$ cat config.mk
export PLATFORM = sky130hd
export DESIGN_NAME = detector_jogada
export DESIGN_NICKNAME = d
export VERILOG_FILES = /design/src/rtl/detector_jogada_pkg.sv /design/src/rtl/sincronizador_2ff.sv /design/src/rtl/detector_jogada.sv
export SDC_FILE = /design/constraint.sdc
export NUM_CORES = 1
export LEC_CHECK = 0
export ABC_AREA = 1
export CAP_MARGIN = 20
export CELL_PAD_IN_SITES_DETAIL_PLACEMENT = 0
export CELL_PAD_IN_SITES_GLOBAL_PLACEMENT = 1
export CORE_MARGIN = 2
export CORE_UTILIZATION = 42
export CTS_CLUSTER_DIAMETER = 120
export DETAILED_ROUTE_END_ITERATION = 8
export PLACE_DENSITY = 0.92
export SLEW_MARGIN = 20
export SYNTH_ARGS = -nofsm -noshare
export SYNTH_HDL_FRONTEND = slang
export SYNTH_SLANG_ARGS = --single-unit
$ cat constraint.sdc
create_clock -name clock -period 2.4 [get_ports clock]
set_input_delay 0.36 -clock clock [delete_from_list [all_inputs] [get_ports clock]]
set_output_delay 0.36 -clock clock [all_outputs]
set_load 0.03 [all_outputs]
$ cat src/rtl/detector_jogada_pkg.sv
// Shared state encodings and defaults for the button-press detector.
package pkg_detector_jogada;

  typedef enum logic [1:0] {
    ESPERA   = 2'd0,
    FILTRA   = 2'd1,
    REGISTRA = 2'd2,
    SOLTA    = 2'd3
  } estado_t;

  localparam int DEBOUNCE_CYCLES_PADRAO = 5;
  localparam int LARGURA_PADRAO         = 4;

endpackage

$ cat src/rtl/sincronizador_2ff.sv
// Two-flop synchroniser for asynchronous level inputs; clears to zero on reset.
module sincronizador_2ff #(
  parameter int LARGURA = 1
) (
  input  logic               clock,
  input  logic               reset,
  input  logic [LARGURA-1:0] i_d,
  output logic [LARGURA-1:0] o_q
);

  logic [LARGURA-1:0] r_s1;
  logic [LARGURA-1:0] r_s2;

  always_ff @(posedge clock or posedge reset) begin
    if (reset) begin
      r_s1 <= '0;
      r_s2 <= '0;
    end else begin
      r_s1 <= i_d;
      r_s2 <= r_s1;
    end
  end

  assign o_q = r_s2;

endmodule

$ cat src/rtl/detector_jogada.sv
// Synchronises and debounces the raw buttons, emitting one validated one-hot
// play per press (or an invalid-play pulse) and requiring a debounced release.
module detector_jogada
  import pkg_detector_jogada::*;
#(
  parameter int DEBOUNCE_CYCLES = DEBOUNCE_CYCLES_PADRAO,
  parameter int LARGURA         = LARGURA_PADRAO
) (
  input  logic               clock,
  input  logic               reset,
  input  logic [LARGURA-1:0] botoes,
  input  logic               habilita,
  output logic [LARGURA-1:0] jogada,
  output logic               tem_jogada,
  output logic               jogada_invalida,
  output logic [1:0]         db_estado
);

  localparam int            CW      = $clog2(DEBOUNCE_CYCLES + 1);
  localparam logic [CW-1:0] CNT_MAX = CW'(DEBOUNCE_CYCLES - 1);

  logic [LARGURA-1:0] w_s2;
  estado_t            r_estado;
  estado_t            w_estado_prox;
  logic [CW-1:0]      r_cnt;
  logic [CW-1:0]      w_cnt_prox;
  logic [LARGURA-1:0] r_cap;
  logic [LARGURA-1:0] w_cap_prox;
  logic [LARGURA-1:0] r_jogada;
  logic               r_tem;
  logic               r_inv;
  logic               w_um_quente;
  logic               w_tem_prox;
  logic               w_inv_prox;

  sincronizador_2ff #(.LARGURA(LARGURA)) u_sinc (
    .clock (clock),
    .reset (reset),
    .i_d   (botoes),
    .o_q   (w_s2)
  );

  assign w_um_quente = (r_cap != '0) && ((r_cap & (r_cap - LARGURA'(1))) == '0);

  // The counter never passes CNT_MAX: reaching it always leaves the state.
  always_comb begin
    w_estado_prox = r_estado;
    w_cnt_prox    = r_cnt;
    w_cap_prox    = r_cap;
    case (r_estado)
      ESPERA: begin
        if (w_s2 != '0) begin
          w_cnt_prox = '0;
          if (habilita) begin
            w_cap_prox    = w_s2;
            w_estado_prox = FILTRA;
          end else begin
            w_estado_prox = SOLTA;
          end
        end
      end
      FILTRA: begin
        if (w_s2 == '0) begin
          w_estado_prox = ESPERA;
          w_cnt_prox    = '0;
        end else if (!habilita) begin
          w_estado_prox = SOLTA;
          w_cnt_prox    = '0;
        end else if (w_s2 != r_cap) begin
          w_cap_prox = w_s2;
          w_cnt_prox = '0;
        end else if (r_cnt == CNT_MAX) begin
          w_estado_prox = REGISTRA;
        end else begin
          w_cnt_prox = r_cnt + CW'(1);
        end
      end
      REGISTRA: begin
        w_estado_prox = SOLTA;
        w_cnt_prox    = '0;
      end
      SOLTA: begin
        if (w_s2 != '0) begin
          w_cnt_prox = '0;
        end else if (r_cnt == CNT_MAX) begin
          w_estado_prox = ESPERA;
          w_cnt_prox    = '0;
        end else begin
          w_cnt_prox = r_cnt + CW'(1);
        end
      end
      default: begin
        w_estado_prox = ESPERA;
        w_cnt_prox    = '0;
      end
    endcase
    w_tem_prox = (w_estado_prox == REGISTRA) && w_um_quente;
    w_inv_prox = (w_estado_prox == REGISTRA) && !w_um_quente;
  end

  always_ff @(posedge clock or posedge reset) begin
    if (reset) begin
      r_estado <= ESPERA;
      r_cnt    <= '0;
      r_cap    <= '0;
      r_jogada <= '0;
      r_tem    <= 1'b0;
      r_inv    <= 1'b0;
    end else begin
      r_estado <= w_estado_prox;
      r_cnt    <= w_cnt_prox;
      r_cap    <= w_cap_prox;
      r_tem    <= w_tem_prox;
      r_inv    <= w_inv_prox;
      if (w_tem_prox) r_jogada <= r_cap;
    end
  end

  assign jogada          = r_jogada;
  assign tem_jogada      = r_tem;
  assign jogada_invalida = r_inv;
  assign db_estado       = r_estado;

endmodule

==> impl_metrics.csv <==
group,metric,value,unit
outcome,status,"complete, no violations",
setup_path,worstPathMaxFanout,4,
sta,tns,0,ns
detailed_routing,postRouteAntennaNets,0,
floorplan,die_h,54.1,um
placed_design,place_hpwl,1320,um
cells_and_area,regArea,576,um^2
sta,slew_viol_final,0,
pwr,ir_worst_vdd,0.299,mV
setup_path,critical-path-max-stage-delay,0.69,ns
sta,final.period_utilization,74.0,%
setup_path,arrival,1.42,ns
yosys,synthCells,119,
cells_and_area,n_fill_cell,231,
yosys,syn_area,1050,um^2
yosys,async_flop_share,100,%
clock_network,cts_buffer_depth,2,
yosys,synth.ff_latch_count,23,
detailed_routing,routed_wirelength,1780,um
yosys,yosysSeqAreaShare,54.6,%
yosys,synthTopCellsByCount,"35 x nand2_1, 23 x dfrtp_1, 20 x inv_1",
yosys,postSynthAreaPerCell,8.86,um^2
cells_and_area,fin_nets,148,
clock_network,holdBufCountCts,0,
detailed_routing,first_pass_iters,6,
sta,final.setup_skew,0.00965,ns
yosys,synth_top_cell_area_share,54.6,%
detailed_routing,routedWlPerCell,10.6,um
sta,rsz0062_at_grt,"false",
detailed_routing,viasPerCell,4.79,
global_route,antenna_found_initial,0,
yosys,yosys-top-cells-area,"dfrtp_1 55%, nand2_1 12%, inv_1 7.1%",
pwr,p_seq_share,64.7,%
sta,relSlewSlack,45.8,%
clock_network,cts_buffers,3,
cells_and_area,area_growth,20.0,%
clock_network,cts-resized-gates,0,
setup_path,slowest_stage,"clkdlybuf4s50_1",
detailed_routing,vias,805,
floorplan,rows,18,
setup_path,required,2.04,ns
floorplan,start_util,43.4,%
sta,setup_viol,0,
yosys,synth_largest_area_cell,"dfrtp_1",
cells_and_area,stdcell_count,168,
clock_network,clk_pin_slew,0.13,ns
sta,hold_slack,0.355,ns
sta,worst_slack,0.624,ns
sta,hold_viol_final,0,
setup_path,cp_cell_sequence,"clkdlybuf4s50_1",
pwr,p_int,0.474,mW
yosys,synth_edf_count,0,
yosys,yosysWarnings,0,
floorplan,die_area,2930,um^2
setup_path,crit_family,"buffers and inverters",
pwr,clkPwrFrac,29.5,%
clock_network,cts_setup_buffers,0,
cells_and_area,diodes,0,
flow_run,drv_cap,0,
setup_path,end_kind,"primary output",
placed_design,place_inst,164,
yosys,synth_most_common_cell,"nand2_1",
sta,fmax,563,MHz
clock_network,h-tree-depth,1,
floorplan,io_pins,15,
pwr,power_density,485,nW/um^2
yosys,synth_flop_cell,"dfrtp_1",
placed_design,preCtsSetupSlack,0.782,ns
detailed_routing,drc,0,
global_route,grt_max_degree,24,
clock_network,clk_latency,0.31,ns
setup_path,crit_type,"reg -> out",
cells_and_area,drive_gt1_share,7.97,%
yosys,netlist-cell-type-count,17,
worst_hold_path,hp-class,"reg -> reg",
clock_network,cts_tree,"built",
pwr,switching_share,22.8,%
pwr,pwr-share-comb,5.7,%
placed_design,place_congestion,0.678,
pwr,p_leak,0.629,nW
yosys,synth_fp_nets,128,
setup_path,path_buf_inv,1,
sta,min_period,1.78,ns
placed_design,port_buffers,14,
global_route,grtUsageTotal,14.6,%
floorplan,die_w,54.1,um
detailed_routing,drtIter0Drc,12,
global_route,grt_pass1_wl,3000,um
global_route,grt-ovfl-total,0,
pwr,p_sw,0.140,mW
global_route,grt_pass1_vias,699,
floorplan,core-area,2430,um^2
setup_path,start_kind,"flop",
clock_network,cts_sinks,23,
cells_and_area,multi_input_area,404,um^2
clock_network,root_buffer,"clkbuf_4",
sta,tightestPinTransition,0.804,ns
## state kept, by name, indices dropped and copies added, names as in the netlist
name,cells
r_cnt,3
jogada_invalida,1
tem_jogada,1
db_estado,2
r_cap,4
jogada,4
u_sinc.o_q,4
u_sinc.r_s1,4
## final timing paths
path	start	endpoint	slack (ns)	depth (start not counted)
max	db_estado[0]$_DFF_PP0_	db_estado[0]	0.62	1
min	u_sinc.r_s1[0]$_DFF_PP0_	u_sinc.o_q[0]$_DFF_PP0_	0.35	0
max reg2reg	r_cnt[0]$_DFFE_PP0P_	r_cnt[0]$_DFFE_PP0P_	0.82	9
min reg2reg	u_sinc.r_s1[0]$_DFF_PP0_	u_sinc.o_q[0]$_DFF_PP0_	0.35	0
max in group asynchronous	reset	jogada[3]$_DFFE_PP0P_	1.80	3
min in group asynchronous	reset	r_cap[1]$_DFFE_PP0P_	0.36	3
## layout by cell type, fill, tap and decap left out, types with 2 or more instances in the layout
| master | count |
|---|---|
| nand4_1 | 2 |
| o21bai_1 | 4 |
| clkbuf_4 | 3 |
| nand2_1 | 35 |
| ha_1 | 2 |
| inv_1 | 20 |
| o21ai_0 | 9 |
| nor2_4 | 3 |
| nand2_2 | 2 |
| clkdlybuf4s50_1 | 14 |
| nor2_1 | 5 |
| nand3_1 | 8 |
| dfrtp_1 | 23 |
## area by class of cell
class                      count  area share, %
sequential                    23           45.5
multi-input combinational     76           31.9
timing repair buffer          15           11.7
inverter                      20           5.93
tap                           30           2.96
clock buffer                   4           2.08
## through the flow
step                      power, mW  instance area [um^2]  util (%)
after floorplan               0.424                  1050         -
after global placement        0.439                  1240      51.0
after detailed placement      0.441                  1240      51.0
after CTS                     0.624                  1270      52.1
after global routing          0.646                  1270      52.1
final                         0.614                  1270      52.1
## power by group through the flow
stage / Sequential, mW / Clock [mW] / Combinational [mW]
after CTS: 0.398 / 0.190 / 0.0362
after floorplan: 0.404 / 0 / 0.0191
after detailed placement: 0.405 / 0 / 0.0360
after global placement: 0.405 / 0 / 0.0346
final: 0.397 / 0.181 / 0.0352
after global routing: 0.399 / 0.207 / 0.0406
## cell families after synthesis
| logic type | synth area share (%) |
|---|---|
| flops | 54.6 |
| buf+inv | 7.12 |
| simple gates | 26.2 |
| fa+ha+maj | 2.37 |
| xor+xnor | 1.66 |
| compound gates | 8.07 |
## per-layer routing
| metal | vias to the layer above | share of wire [%] | track usage [%] |
|---|---|---|---|
| li1 | 407 | - | - |
| met1 | 374 | 47 | 17.8 |
| met2 | 20 | 48 | 23.8 |
| met3 | 4 | 4.1 | 3.33 |
| met4 | 0 | 1.2 | 7.92 |
| met5 | - | 0 | 0 |
(Power assumes the default switching activity.)
